===== src/rtl/counter_pkg.sv =====
// Shared types for the counter family: compare-unit state encoding.
package counter_pkg;

   typedef enum logic [0:0] {
      IDLE  = 1'b0,
      ARMED = 1'b1
   } state_t;

endpackage


===== src/rtl/counter_compare_if.sv =====
// Configuration command channel and single-entry event channel of counter_compare.
interface counter_compare_if #(
   parameter int WIDTH  = 16,
   parameter int OWIDTH = 4
);

   logic              cfg_vld;
   logic              cfg_rdy;
   logic              cfg_arm;
   logic [WIDTH-1:0]  cfg_cmp;
   logic [WIDTH-1:0]  cfg_per;
   logic              evt_vld;
   logic              evt_rdy;
   logic [WIDTH-1:0]  evt_cmp;
   logic [OWIDTH-1:0] evt_ovr;

   modport master (
      output cfg_vld, cfg_arm, cfg_cmp, cfg_per, evt_rdy,
      input  cfg_rdy, evt_vld, evt_cmp, evt_ovr
   );

   modport slave (
      input  cfg_vld, cfg_arm, cfg_cmp, cfg_per, evt_rdy,
      output cfg_rdy, evt_vld, evt_cmp, evt_ovr
   );

endinterface


===== src/rtl/counter_compare.sv =====
// Compare/event unit: raises timestamped one-shot or periodic events when the
// observed counter reaches the programmed compare value; undeliverable events are counted.
module counter_compare
   import counter_pkg::*;
#(
   parameter int WIDTH  = 16,
   parameter int OWIDTH = 4
) (
   input  logic             clk,
   input  logic             rst,
   input  logic [WIDTH-1:0] cnt,
   counter_compare_if.slave bus,
   output logic             armed
);

   state_t            state_r;
   state_t            state_nxt_s;
   logic [WIDTH-1:0]  cmp_r;
   logic [WIDTH-1:0]  cmp_nxt_s;
   logic [WIDTH-1:0]  per_r;
   logic [WIDTH-1:0]  per_nxt_s;
   logic [OWIDTH-1:0] ovr_r;
   logic [OWIDTH-1:0] ovr_nxt_s;
   logic              evt_vld_r;
   logic              evt_vld_nxt_s;
   logic [WIDTH-1:0]  evt_cmp_r;
   logic [WIDTH-1:0]  evt_cmp_nxt_s;
   logic [OWIDTH-1:0] evt_ovr_r;
   logic [OWIDTH-1:0] evt_ovr_nxt_s;
   logic              cfg_xfer_s;
   logic              match_s;
   logic              pop_s;
   logic              accept_s;

   function automatic logic [OWIDTH-1:0] sat_inc(input logic [OWIDTH-1:0] v);
      if (v == {OWIDTH{1'b1}}) begin
         return v;
      end else begin
         return v + {{(OWIDTH-1){1'b0}}, 1'b1};
      end
   endfunction

   // A config transfer always wins over a match in the same cycle.
   always_comb begin
      cfg_xfer_s = bus.cfg_vld;
      match_s    = (state_r == ARMED) && (cnt == cmp_r) && !cfg_xfer_s;
      pop_s      = evt_vld_r && bus.evt_rdy;
      accept_s   = match_s && (!evt_vld_r || pop_s);
   end

   // State register.
   always_ff @(posedge clk) begin
      if (rst) begin
         state_r <= IDLE;
      end else begin
         state_r <= state_nxt_s;
      end
   end

   // Next-state logic.
   always_comb begin
      state_nxt_s = state_r;
      if (cfg_xfer_s) begin
         state_nxt_s = bus.cfg_arm ? ARMED : IDLE;
      end else begin
         case (state_r)
            IDLE:    state_nxt_s = IDLE;
            ARMED:   state_nxt_s = (match_s && (per_r == {WIDTH{1'b0}})) ? IDLE : ARMED;
            default: state_nxt_s = IDLE;
         endcase
      end
   end

   // Datapath next values: compare/period reload, event buffer and overrun count.
   always_comb begin
      cmp_nxt_s     = cmp_r;
      per_nxt_s     = per_r;
      ovr_nxt_s     = ovr_r;
      evt_vld_nxt_s = evt_vld_r;
      evt_cmp_nxt_s = evt_cmp_r;
      evt_ovr_nxt_s = evt_ovr_r;
      if (cfg_xfer_s && bus.cfg_arm) begin
         cmp_nxt_s = bus.cfg_cmp;
         per_nxt_s = bus.cfg_per;
      end else if (match_s) begin
         cmp_nxt_s = cmp_r + per_r;
      end else begin
         cmp_nxt_s = cmp_r;
      end
      if (accept_s) begin
         evt_vld_nxt_s = 1'b1;
         evt_cmp_nxt_s = cmp_r;
         evt_ovr_nxt_s = ovr_r;
         ovr_nxt_s     = {OWIDTH{1'b0}};
      end else if (match_s) begin
         ovr_nxt_s = sat_inc(ovr_r);
      end else if (pop_s) begin
         evt_vld_nxt_s = 1'b0;
      end else begin
         evt_vld_nxt_s = evt_vld_r;
      end
   end

   // Datapath registers.
   always_ff @(posedge clk) begin
      if (rst) begin
         cmp_r     <= {WIDTH{1'b0}};
         per_r     <= {WIDTH{1'b0}};
         ovr_r     <= {OWIDTH{1'b0}};
         evt_vld_r <= 1'b0;
         evt_cmp_r <= {WIDTH{1'b0}};
         evt_ovr_r <= {OWIDTH{1'b0}};
      end else begin
         cmp_r     <= cmp_nxt_s;
         per_r     <= per_nxt_s;
         ovr_r     <= ovr_nxt_s;
         evt_vld_r <= evt_vld_nxt_s;
         evt_cmp_r <= evt_cmp_nxt_s;
         evt_ovr_r <= evt_ovr_nxt_s;
      end
   end

   assign bus.cfg_rdy = 1'b1;
   assign bus.evt_vld = evt_vld_r;
   assign bus.evt_cmp = evt_cmp_r;
   assign bus.evt_ovr = evt_ovr_r;
   assign armed       = (state_r == ARMED);

endmodule


===== src/flat_wrapper.sv =====
// flat-port wrapper written by rule: the top's interface ports become plain ports
module counter_compare_flat import counter_pkg::*;
#(
   parameter int WIDTH  = 16,
   parameter int OWIDTH = 4
)
  (clk, rst, cnt, armed, bus_cfg_vld, bus_cfg_arm, bus_cfg_cmp, bus_cfg_per, bus_evt_rdy, bus_cfg_rdy, bus_evt_vld, bus_evt_cmp, bus_evt_ovr);
  counter_compare_if #(.WIDTH(WIDTH), .OWIDTH(OWIDTH)) bus_i ();
  input  logic clk;
  input  logic rst;
  input  logic [WIDTH-1:0] cnt;
  output logic armed;
  input wire logic [$bits(bus_i.cfg_vld)-1:0] bus_cfg_vld;
  input wire logic [$bits(bus_i.cfg_arm)-1:0] bus_cfg_arm;
  input wire logic [$bits(bus_i.cfg_cmp)-1:0] bus_cfg_cmp;
  input wire logic [$bits(bus_i.cfg_per)-1:0] bus_cfg_per;
  input wire logic [$bits(bus_i.evt_rdy)-1:0] bus_evt_rdy;
  output wire logic [$bits(bus_i.cfg_rdy)-1:0] bus_cfg_rdy;
  output wire logic [$bits(bus_i.evt_vld)-1:0] bus_evt_vld;
  output wire logic [$bits(bus_i.evt_cmp)-1:0] bus_evt_cmp;
  output wire logic [$bits(bus_i.evt_ovr)-1:0] bus_evt_ovr;
  assign bus_i.cfg_vld = bus_cfg_vld;
  assign bus_i.cfg_arm = bus_cfg_arm;
  assign bus_i.cfg_cmp = bus_cfg_cmp;
  assign bus_i.cfg_per = bus_cfg_per;
  assign bus_i.evt_rdy = bus_evt_rdy;
  assign bus_cfg_rdy = bus_i.cfg_rdy;
  assign bus_evt_vld = bus_i.evt_vld;
  assign bus_evt_cmp = bus_i.evt_cmp;
  assign bus_evt_ovr = bus_i.evt_ovr;
  counter_compare #(.WIDTH(WIDTH), .OWIDTH(OWIDTH)) u_core (.clk(clk), .rst(rst), .cnt(cnt), .bus(bus_i), .armed(armed));
endmodule

===== config.mk =====
export PLATFORM = sky130hd
export DESIGN_NAME = counter_compare_flat
export DESIGN_NICKNAME = d
export VERILOG_FILES = /design/src/rtl/counter_pkg.sv /design/src/rtl/counter_compare_if.sv /design/src/rtl/counter_compare.sv /design/src/flat_wrapper.sv
export SDC_FILE = /design/constraint.sdc
export NUM_CORES = 1
export LEC_CHECK = 0
export BUFFER_PORTS_ARGS = -buffer_cell sky130_fd_sc_hd__buf_4
export CORE_MARGIN = 2
export CORE_UTILIZATION = 50
export DETAILED_ROUTE_END_ITERATION = 6
export PLACE_DENSITY = 0.71
export SLEW_MARGIN = 0
export SYNTH_ARGS = -nofsm -noshare
export SYNTH_HDL_FRONTEND = slang
export SYNTH_SLANG_ARGS = --single-unit

===== constraint.sdc =====
create_clock -name clk -period 3.4 [get_ports clk]
set_input_delay 0.17 -clock clk [delete_from_list [all_inputs] [get_ports clk]]
set_output_delay 0.17 -clock clk [all_outputs]
set_load 0.03 [all_outputs]

==> out/results.ini, run 1 <==
[clock_network]
cts_max_level = 3
cts_root_buffer = clkbuf_8
clkSlewWorstSetupHoldPaths_ns = 0.07
clock_sinks = 58
cts-resized-gates = 0
cts_tree = done
cts_buffer_depth = 2
numCtsBuffers = 9
clk_latency_ns = 0.34
post-cts-setup-buffers = 0
cts_hold_buffers = 0

[power]
p_leak_nw = 1.69
ir_drop_v = 0.000225
power_density_mw_per_mm2 = 381
p_total_mw = 1.51

[routing]
wire_per_inst_um = 16.1
dr.pass1.iters = 4
vias_per_cell = 5.55
via_count = 2999
drc = 0
dr.first_iter.drc_count = 201
final_antenna_net_count = 0
totalWireLength_mm = 8.70

[critical_path]
critPathTopFamily = simple AND/OR/NAND/NOR gates
worstPathRequired_ns = 3.66
crit_fanout = 20
max_stage_delay_ns = 0.57
path_cells = xor2_1 > nor4_1 > nand3_1 > or2_1 > or4_1 > o211ai_1
crit_path_end_kind = flip-flop
cp.arrival_ns = 2.70
crit_path_top_delay_cell = or4_1
path_buf_inv = 0
start_kind = flip-flop
worst-setup-path-type = flip-flop to flip-flop

[finish]
final_common_cell = buf_4
drive_above_1_share_pct = 21.0
fin_nets = 528
diodes = 0
final_util_pct = 62.9
layout_common_cells = buf_4, dfxtp_1, nand2_1
stdcell_area_mm2 = 0.00395
instances_no_fill = 540
syn_to_final_growth_pct = 23.7

[floorplanning]
die_h_um = 83.9
rows = 29
die_area_mm2 = 0.00704
start_util_pct = 50.9
die_x_um = 83.9
pin_count = 76
core_mm2 = 0.00628

[placement]
dp_hpwl_mm = 6.42
portBuffers = 74
dp.cells = 524
place_worst_setup_slack_ns = 0.950
globalplace.congestion = 0.895
placed_area_mm2 = 0.00378

[sta]
final_max_slew_viol_count = 0
slew_headroom_pct = 41.2
final-setup-viol-count = 0
fmax_mhz = 409
tightestPinTransition_ns = 0.882
hold_viol_final = 0
rsz0062_at_grt = false
tns_ns = 0
skew_ns = 0.00794
min_period_over_period_pct = 71.9
finalWorstSetupSlack_ns = 0.954
whs_ns = 0.0606
fin_crit_ns = 2.45

[run]
drv_cap = 0

[yosys]
syn_nets = 462
ys_types = 51
synth-simple-area-share_pct = 20.3
yosysWarningCount = 0
synth_area_mm2 = 0.00319
synth_fa_ha_area_share_pct = 6.89
synth_cells = 392
synth_xor_area_share_pct = 6.58
yosysSeqAreaShare_pct = 36.3
synth_top_family_by_area = simple AND/OR/NAND/NOR gates
avgSynthCellArea_um2 = 8.15
synth_compound_area_share_pct = 19.2
synth_seq_cells = 58
synth-main-ff-cell = dfxtp_1
synth_mux_area_share_pct = 6.93
async_flop_share_pct = 0
synth_edf_count = 0

[global_route]
grt-ovfl-total = 0
grt_max_degree = 50
grt_pass1_vias = 2780
grt_pass1_wl_mm = 14.3
antenna_found_initial = 0
track_usage_pct = 25.4

[worst_hold_path]
holdCritPathClass = primary input to flip-flop

[outcome]
status = completed

## worst reg2reg max path, cell delays in order (launching register included)
cell and delay [ns]:
dfxtp_1 0.37, xor2_1 0.18, nor4_1 0.40, nand3_1 0.20, or2_1 0.54, or4_1 0.57
o211ai_1 0.11
## synth_stat cells (3+ instances only)
master / count / share of area (%)
dfxtp_1: 58 / 36
nand2_1: 56 / 6.6
a21oi_1: 44 / 6.9
nor2_1: 33 / 3.9
mux2i_1: 21 / 6.6
xor2_1: 18 / 4.9
ha_1: 16 / 6.3
clkbuf_1: 14 / 1.6
o21ai_0: 12 / 1.9
nand3_1: 11 / 1.7
o21ai_1: 9 / 1.4
a31oi_1: 7 / 1.4
nand4_1: 7 / 1.4
nor4_1: 7 / 1.4
nor3_1: 6 / 0.94
xnor2_1: 6 / 1.6
a21o_1: 5 / 1.2
buf_2: 5 / 0.78
and2_1: 4 / 0.78
and3_1: 4 / 0.78
o211ai_1: 4 / 0.94
buf_4: 3 / 0.71
nand2b_1: 3 / 0.59
nor2b_1: 3 / 0.59
o31ai_1: 3 / 0.71
## metal layers
| layer | vias up | GRT usage, % | wire length (um) |
|---|---|---|---|
| met5 | - | 0 | 0 |
| met4 | 0 | 8.36 | 153 |
| met3 | 13 | 4.06 | 428 |
| met2 | 81 | 38.8 | 3940 |
| met1 | 1363 | 36.5 | 4190 |
| li1 | 1542 | - | - |
## cells by family after synthesis
| family | after synthesis |
|---|---|
| adder cells (fa/ha/maj) | 17 |
| other | 1 |
| AO/OA/AOI/OAI | 102 |
| buffers and inverters | 27 |
| XOR/XNOR | 24 |
| AND/OR/NAND/NOR | 141 |
| multiplexers | 22 |
| flip-flops | 58 |
## report_power, final
group          internal [mW]  leakage, nW  switching (mW)
Clock                  0.265       0.0827           0.298
Combinational          0.102         1.13           0.110
Sequential             0.700        0.472          0.0306
## flip-flops by register name (all words and copies together), names as in the netlist
| signal | count |
|---|---|
| u_core.bus.evt_ovr | 4 |
| u_core.ovr_r | 4 |
| u_core.cmp_r | 16 |
| u_core.bus.evt_vld | 1 |
| u_core.per_r | 16 |
| u_core.bus.evt_cmp | 16 |
| u_core.armed | 1 |
## layout make-up
type / instances / area (um2)
clock inverters: 6 / 42.5
well taps: 77 / 96.3
inverters: 3 / 11.3
multi-input cells: 307 / 1920
flip-flops and latches: 58 / 1160
repair buffers: 79 / 593
clock buffers: 10 / 128
fillers: 583 / 2330
## final timing paths
path                    start  slack, ns  cells past startpoint                to
min           bus_cfg_cmp[11]       0.06                      3  u_core.cmp_r[11]
max          u_core.cmp_r[14]       0.95                      6  u_core.cmp_r[12]
min reg2reg   u_core.per_r[0]       0.48                      2   u_core.per_r[0]
max reg2reg  u_core.cmp_r[14]       0.95                      6  u_core.cmp_r[12]
(Power assumes the default switching activity.)
==> inputs of run 2 (changes only) <==
--- a/config.mk
+++ b/config.mk
@@ -5,11 +5,12 @@
 export SDC_FILE = /design/constraint.sdc
 export NUM_CORES = 1
 export LEC_CHECK = 0
+export ABC_AREA = 1
 export BUFFER_PORTS_ARGS = -buffer_cell sky130_fd_sc_hd__buf_4
 export CORE_MARGIN = 2
 export CORE_UTILIZATION = 50
 export DETAILED_ROUTE_END_ITERATION = 6
-export PLACE_DENSITY = 0.71
+export PLACE_DENSITY = 0.7
 export SLEW_MARGIN = 0
 export SYNTH_ARGS = -nofsm -noshare
 export SYNTH_HDL_FRONTEND = slang
==> constraint.sdc (replaced) <==
create_clock -name clk -period 2.5 [get_ports clk]
set_input_delay 0.125 -clock clk [delete_from_list [all_inputs] [get_ports clk]]
set_output_delay 0.125 -clock clk [all_outputs]
set_load 0.03 [all_outputs]
==> run 2 against run 1 <==
  * First-iteration DRC count fell by 7.0%
  * Highest routed layer unchanged
  * Power grew 54%
  * Maximum frequency grew 23%
  * Largest cell class unchanged
  * Cell count is 40% higher
  * Combinational power grew 90%
  * Clock power grew 61%
  * Non-clock buffer count fell by 1
  * Sequential share of layout area down 3.7 points
  * Clock skew increased by 0.0035 ns
  * Register-to-register slack lost 0.44 ns
  * Cell area rose by 15%
==> out/results.ini, run 2 <==
[routing]
vias_per_cell = 4.98
wire_per_inst_um = 13.1
final_antenna_net_count = 0
via_count = 3760
drc = 0
totalWireLength_mm = 9.92
dr.first_iter.drc_count = 187
dr.pass1.iters = 5

[power]
power_density_mw_per_mm2 = 510
ir_drop_v = 0.000313
p_switching_uw = 667
p_leak_nw = 2.20
pwr-share-clk_pct = 39.3
power.share.sequential_pct = 43.3
p_total_mw = 2.31
power.internal_mw = 1.64
p_comb_share_pct = 17.4
p_sw_share_pct = 28.9

[yosys]
synth_seq_cells = 58
synth_edf_count = 0
synth_largest_area_cell = dfxtp_1
yosys-top-cells-area = dfxtp_1, nand2_1, nor2_1
async_flop_share_pct = 0
synth-main-ff-cell = dfxtp_1
ys_types = 33
synth-simple-area-share_pct = 34.3
synth_cells = 579
synth_area_mm2 = 0.00371
synth_most_common_cell = nand2_1
synth_xor_area_share_pct = 2.83
syn_nets = 649
avgSynthCellArea_um2 = 6.41
ys_top_cells_by_count = nand2_1, nor2_1, inv_1
synth_fa_ha_area_share_pct = 5.93
synth_top_family_by_area = simple AND/OR/NAND/NOR gates
yosysWarningCount = 0
synth_mux_area_share_pct = 0.539
synth_compound_area_share_pct = 14.7
yosysSeqAreaShare_pct = 31.3
synth_top_cell_area_share_pct = 31.3

[critical_path]
worst-setup-path-type = flip-flop to flip-flop
crit_path_end_kind = flip-flop
rr_endpoint = u_core.cmp_r[8]
cp.arrival_ns = 2.21
timing.rr.start = u_core.per_r[0]
ff2ff_path_depth = 9
crit_fanout = 4
worstPathRequired_ns = 2.72
r2r_slack_ns = 0.51
crit_path_top_delay_cell = fa_1
path_cells = ha_1 > fa_1 > nand3_1 > nand3_1 > a21oi_1 > xor2_1 > nand2_1 > o21ai_0 > a21oi_1
start_kind = flip-flop
max_stage_delay_ns = 0.44

[floorplanning]
rows = 31
core_mm2 = 0.00721
die_h_um = 90.2
start_util_pct = 51.5
die_area_mm2 = 0.00813
pin_count = 76
die_x_um = 90.2

[sta]
hold_viol_final = 0
slew_headroom_pct = 49.2
min_period_over_period_pct = 79.5
tightestPinTransition_ns = 0.758
tns_ns = 0
rsz0062_at_grt = false
final-setup-viol-count = 0
skew_ns = 0.0114
fin_crit_ns = 1.99
fmax_mhz = 503
final_max_slew_viol_count = 0

[global_route]
met2_usage_pct = 41.4
grt-busiest-layer = met2
grt-ovfl-total = 0
antenna_found_initial = 0
grt_pass1_vias = 3528
gr-usage-met1_pct = 32.6
grt_pass1_wl_mm = 16.6
track_usage_pct = 25.1
met3_usage_pct = 5.28
grt_max_degree = 42

[outcome]
status = completed

[clock_network]
cts_buffer_depth = 2
post-cts-setup-buffers = 0
clock_sinks = 58
cts_hold_buffers = 0
cts_tree = done
cts_root_buffer = clkbuf_8
clk_latency_ns = 0.34
cts-resized-gates = 0
clkSlewWorstSetupHoldPaths_ns = 0.07
numCtsBuffers = 9
cts_max_level = 3

[worst_hold_path]
hold_path_end = u_core.per_r[8]
min_path_cells = 3
holdCritPathClass = primary input to flip-flop
min_from = bus_cfg_per[8]

[placement]
portBuffers = 74
placed_area_mm2 = 0.00432
globalplace.congestion = 0.971
dp_hpwl_mm = 7.72
dp.cells = 739

[finish]
final_common_cell = nand2_1
instances_no_fill = 755
syn_to_final_growth_pct = 22.0
stdcell_area_mm2 = 0.00453
drive_above_1_share_pct = 20.0
layout_common_cells = nand2_1, nor2_1, buf_4
fin_nets = 721
final_util_pct = 62.8
diodes = 0

[run]
drv_cap = 0

[run 2: cell types whose count changed in the layout (fill, tap and decap cells not counted), moves of 15 or more]
cell,delta
nand2_1,+90
inv_1,+63
nor2_1,+59
o21ai_0,+24
nand3_1,+20
mux2i_1,-19
a21oi_1,-17
a21oi_2,+16
xor2_1,-15
[run 2: through the flow]
stage,setup slack (ns),hold WS (ns)
finish,0.512,0.0270
global route,0.334,0.0367
detailed placement,0.564,0.381
global placement,0.639,0.375
CTS,0.529,0.0292
floorplan,0.714,0.292
[run 2: how the worst max path moves through the flow]
stage / start / to / slack, ns / depth (start not counted)
final: u_core.per_r[0] / u_core.cmp_r[8] / 0.51 / 9
after detailed placement: u_core.per_r[0] / u_core.cmp_r[8] / 0.56 / 9
after global routing: u_core.per_r[0] / u_core.cmp_r[14] / 0.33 / 11
after global placement: u_core.per_r[0] / u_core.cmp_r[8] / 0.64 / 9
after CTS: u_core.per_r[0] / u_core.cmp_r[8] / 0.53 / 9
after floorplan: u_core.per_r[0] / u_core.cmp_r[8] / 0.71 / 9
[run 2: logic make-up after synthesis]
family | Yosys count
simple gates | 299
compound gates | 97
buf+inv | 93
flops | 58
fa+ha+maj | 17
xor+xnor | 12
mux | 2
other cells | 1
[run 2: final cells by class]
cell class / count / area [um2]
inverter: 76 / 285
tap: 99 / 124
clock inverter: 4 / 50.0
sequential: 58 / 1160
timing repair buffer: 78 / 586
fill: 719 / 2690
clock buffer: 12 / 155
multi-input combinational: 428 / 2170
[run 2: critical path, delay by kind of cell (launching register included)]
kind,cells,cell delay [ns]
DFF,1,0.33
and+or+nand+nor,3,0.32
xor gates and xnor gates,1,0.16
AOI/OAI and AO/OA,3,0.36
adders and majority gates,2,0.68
[run 2: power groups by stage]
stage | sequential [mW] | combinational [mW] | clock [mW]
final | 1.00 | 0.403 | 0.908
after global placement | 1.02 | 0.394 | 0
after CTS | 1.00 | 0.402 | 0.912
after floorplan | 1.01 | 0.267 | 0
after global routing | 1.00 | 0.458 | 0.949
after detailed placement | 1.02 | 0.398 | 0
[run 2: per-layer routing]
layer | part of all wire, % | up-vias | routed length, um
li1 | - | 1977 | -
met1 | 46 | 1668 | 4580
met4 | 2.0 | 0 | 203
met3 | 5.8 | 17 | 573
met5 | 0 | - | 0
met2 | 46 | 98 | 4560
==> inputs of run 3 (changes only) <==
--- a/config.mk
+++ b/config.mk
@@ -10,7 +10,7 @@
 export CORE_MARGIN = 2
 export CORE_UTILIZATION = 50
 export DETAILED_ROUTE_END_ITERATION = 6
-export PLACE_DENSITY = 0.7
+export PLACE_DENSITY = 0.73
 export SLEW_MARGIN = 0
 export SYNTH_ARGS = -nofsm -noshare
 export SYNTH_HDL_FRONTEND = slang
==> constraint.sdc (replaced) <==
create_clock -name clk -period 1.7 [get_ports clk]
set_input_delay 0.085 -clock clk [delete_from_list [all_inputs] [get_ports clk]]
set_output_delay 0.085 -clock clk [all_outputs]
set_load 0.03 [all_outputs]
==> run 3 against run 2 <==
  * The flow now finishes with violations (setup timing)
  * Maximum frequency is 13% higher
  * Cell count is 7.5% higher
  * Cell area is 19% higher
  * Critical path type unchanged
  * Critical endpoint is now u_core.bus.evt_cmp[11]
  * Largest power group unchanged
==> out/results.ini, run 3 (same netlist as run 2, synthesis figures left out) <==
[outcome]
status = finished with violations
violations = setup timing

[routing]
dr.pass1.iters = 5
drc = 0
dr.first_iter.drc_count = 200
final_antenna_net_count = 0
totalWireLength_mm = 11.3
wire_per_inst_um = 13.9
via_count = 4096
vias_per_cell = 5.04

[placement]
dp.cells = 778
placed_area_mm2 = 0.00465
portBuffers = 74
dp_hpwl_mm = 8.16
globalplace.congestion = 0.997
place_worst_setup_slack_ns = -0.0610

[finish]
instances_no_fill = 812
fin_nets = 778
syn_to_final_growth_pct = 45.5
diodes = 0
drive_above_1_share_pct = 35.2
stdcell_area_mm2 = 0.00540
final_common_cell = nand2_1
layout_common_cells = nand2_1, buf_4, nor2_1

[critical_path]
worstPathRequired_ns = 1.97
crit_path_end_kind = flip-flop
worst-setup-path-type = flip-flop to flip-flop
path_cells = buf_6 > inv_8 > nand2_4 > nand2_2 > nor2_1 > nand2_1 > nor2_2 > nand3_4 > nor2_4 > buf_6 > o21ai_2 > a21oi_2
path_common_cell = buf_6
crit_fanout = 8
start_kind = flip-flop
critPathTopFamily = simple AND/OR/NAND/NOR gates
crit_path_top_delay_cell = dfxtp_2
max_stage_delay_ns = 0.35
path_buf_inv = 3
cp.arrival_ns = 2.04

[sta]
final-setup-viol-count = 31
skew_ns = 0.0105
rsz0062_at_grt = true
tns_ns = -1.15
hold_viol_final = 0
finalWorstSetupSlack_ns = -0.0634
fin_crit_ns = 1.76
min_period_over_period_pct = 104
fmax_mhz = 567
final_max_slew_viol_count = 0

[clock_network]
cts_tree = done
clk_latency_ns = 0.35
numCtsBuffers = 9
clock_sinks = 58
cts_root_buffer = clkbuf_8
cts_buffer_depth = 2
clkSlewWorstSetupHoldPaths_ns = 0.07
cts_max_level = 3

[floorplanning]
start_util_pct = 51.5
pin_count = 76
core_mm2 = 0.00721
die_h_um = 90.2
die_x_um = 90.2
die_area_mm2 = 0.00813
rows = 31

[worst_hold_path]
holdCritPathClass = primary input to flip-flop

[global_route]
grt_pass1_vias = 3905
track_usage_pct = 27.0
grt_max_degree = 28
grt_pass1_wl_mm = 17.7
grt-ovfl-total = 0
antenna_found_initial = 0

[power]
p_total_mw = 3.59
ir_drop_v = 0.000417
power_density_mw_per_mm2 = 665
p_leak_nw = 2.53

[run]
drv_cap = 0

-- run 3: repair_timing --
action / in CTS / in global routing
resized for setup: 22 / 77
setup endpoints to repair: 25 / 40
setup buffers: 1 / 7
pin swaps: 0 / 15
hold endpoints to repair: 17 / 0
hold buffers: 9 / 0
cloned: 0 / 1
-- run 3: metal layers --
layer | global-route usage (%) | share of wire [%]
met1 | 31.7 | 42
met2 | 47.7 | 50
met3 | 5.20 | 4.8
met4 | 11.9 | 3.2
met5 | 0 | 0
-- run 3: report_power, final --
group / internal [mW] / switching [mW]
Sequential: 1.41 / 0.0808
Clock: 0.712 / 0.581
Combinational: 0.406 / 0.403
-- run 3: path summary, 6_finish.rpt --
| kind | cells past startpoint | end | from | slack (ns) |
|---|---|---|---|---|
| setup reg to reg | 12 | u_core.bus.evt_cmp[11] | u_core.cmp_r[0] | -0.06 |
| hold reg to reg | 2 | u_core.ovr_r[3] | u_core.ovr_r[3] | 0.47 |
| hold / removal | 3 | u_core.per_r[10] | bus_cfg_per[10] | 0.007 |
| setup / recovery | 12 | u_core.bus.evt_cmp[11] | u_core.cmp_r[0] | -0.06 |
-- run 3: area by class of cell --
cell class	count	area [um2]
multi-input combinational	428	2470
fill	577	1810
sequential	58	1210
timing repair buffer	135	1110
inverter	76	295
clock buffer	11	141
tap	99	124
clock inverter	5	53.8
-- run 3: through the flow --
stage / utilization (%) / hold WS, ns
2_1_floorplan: - / 0.252
3_3_place_gp: 64.5 / 0.336
3_5_place_dp: 64.5 / 0.341
4_1_cts: 69.8 / 0.00178
5_1_grt: 74.9 / 0.0163
6_report: 74.9 / 0.00655
-- run 3: worst register-to-register path, delay by kind of cell, from the launching register on --
family                 cells  cell delay (ns)
DFF                        1             0.35
buffers and inverters      3             0.33
AOI/OAI and AO/OA          2             0.18
and+or+nand+nor            7             0.86
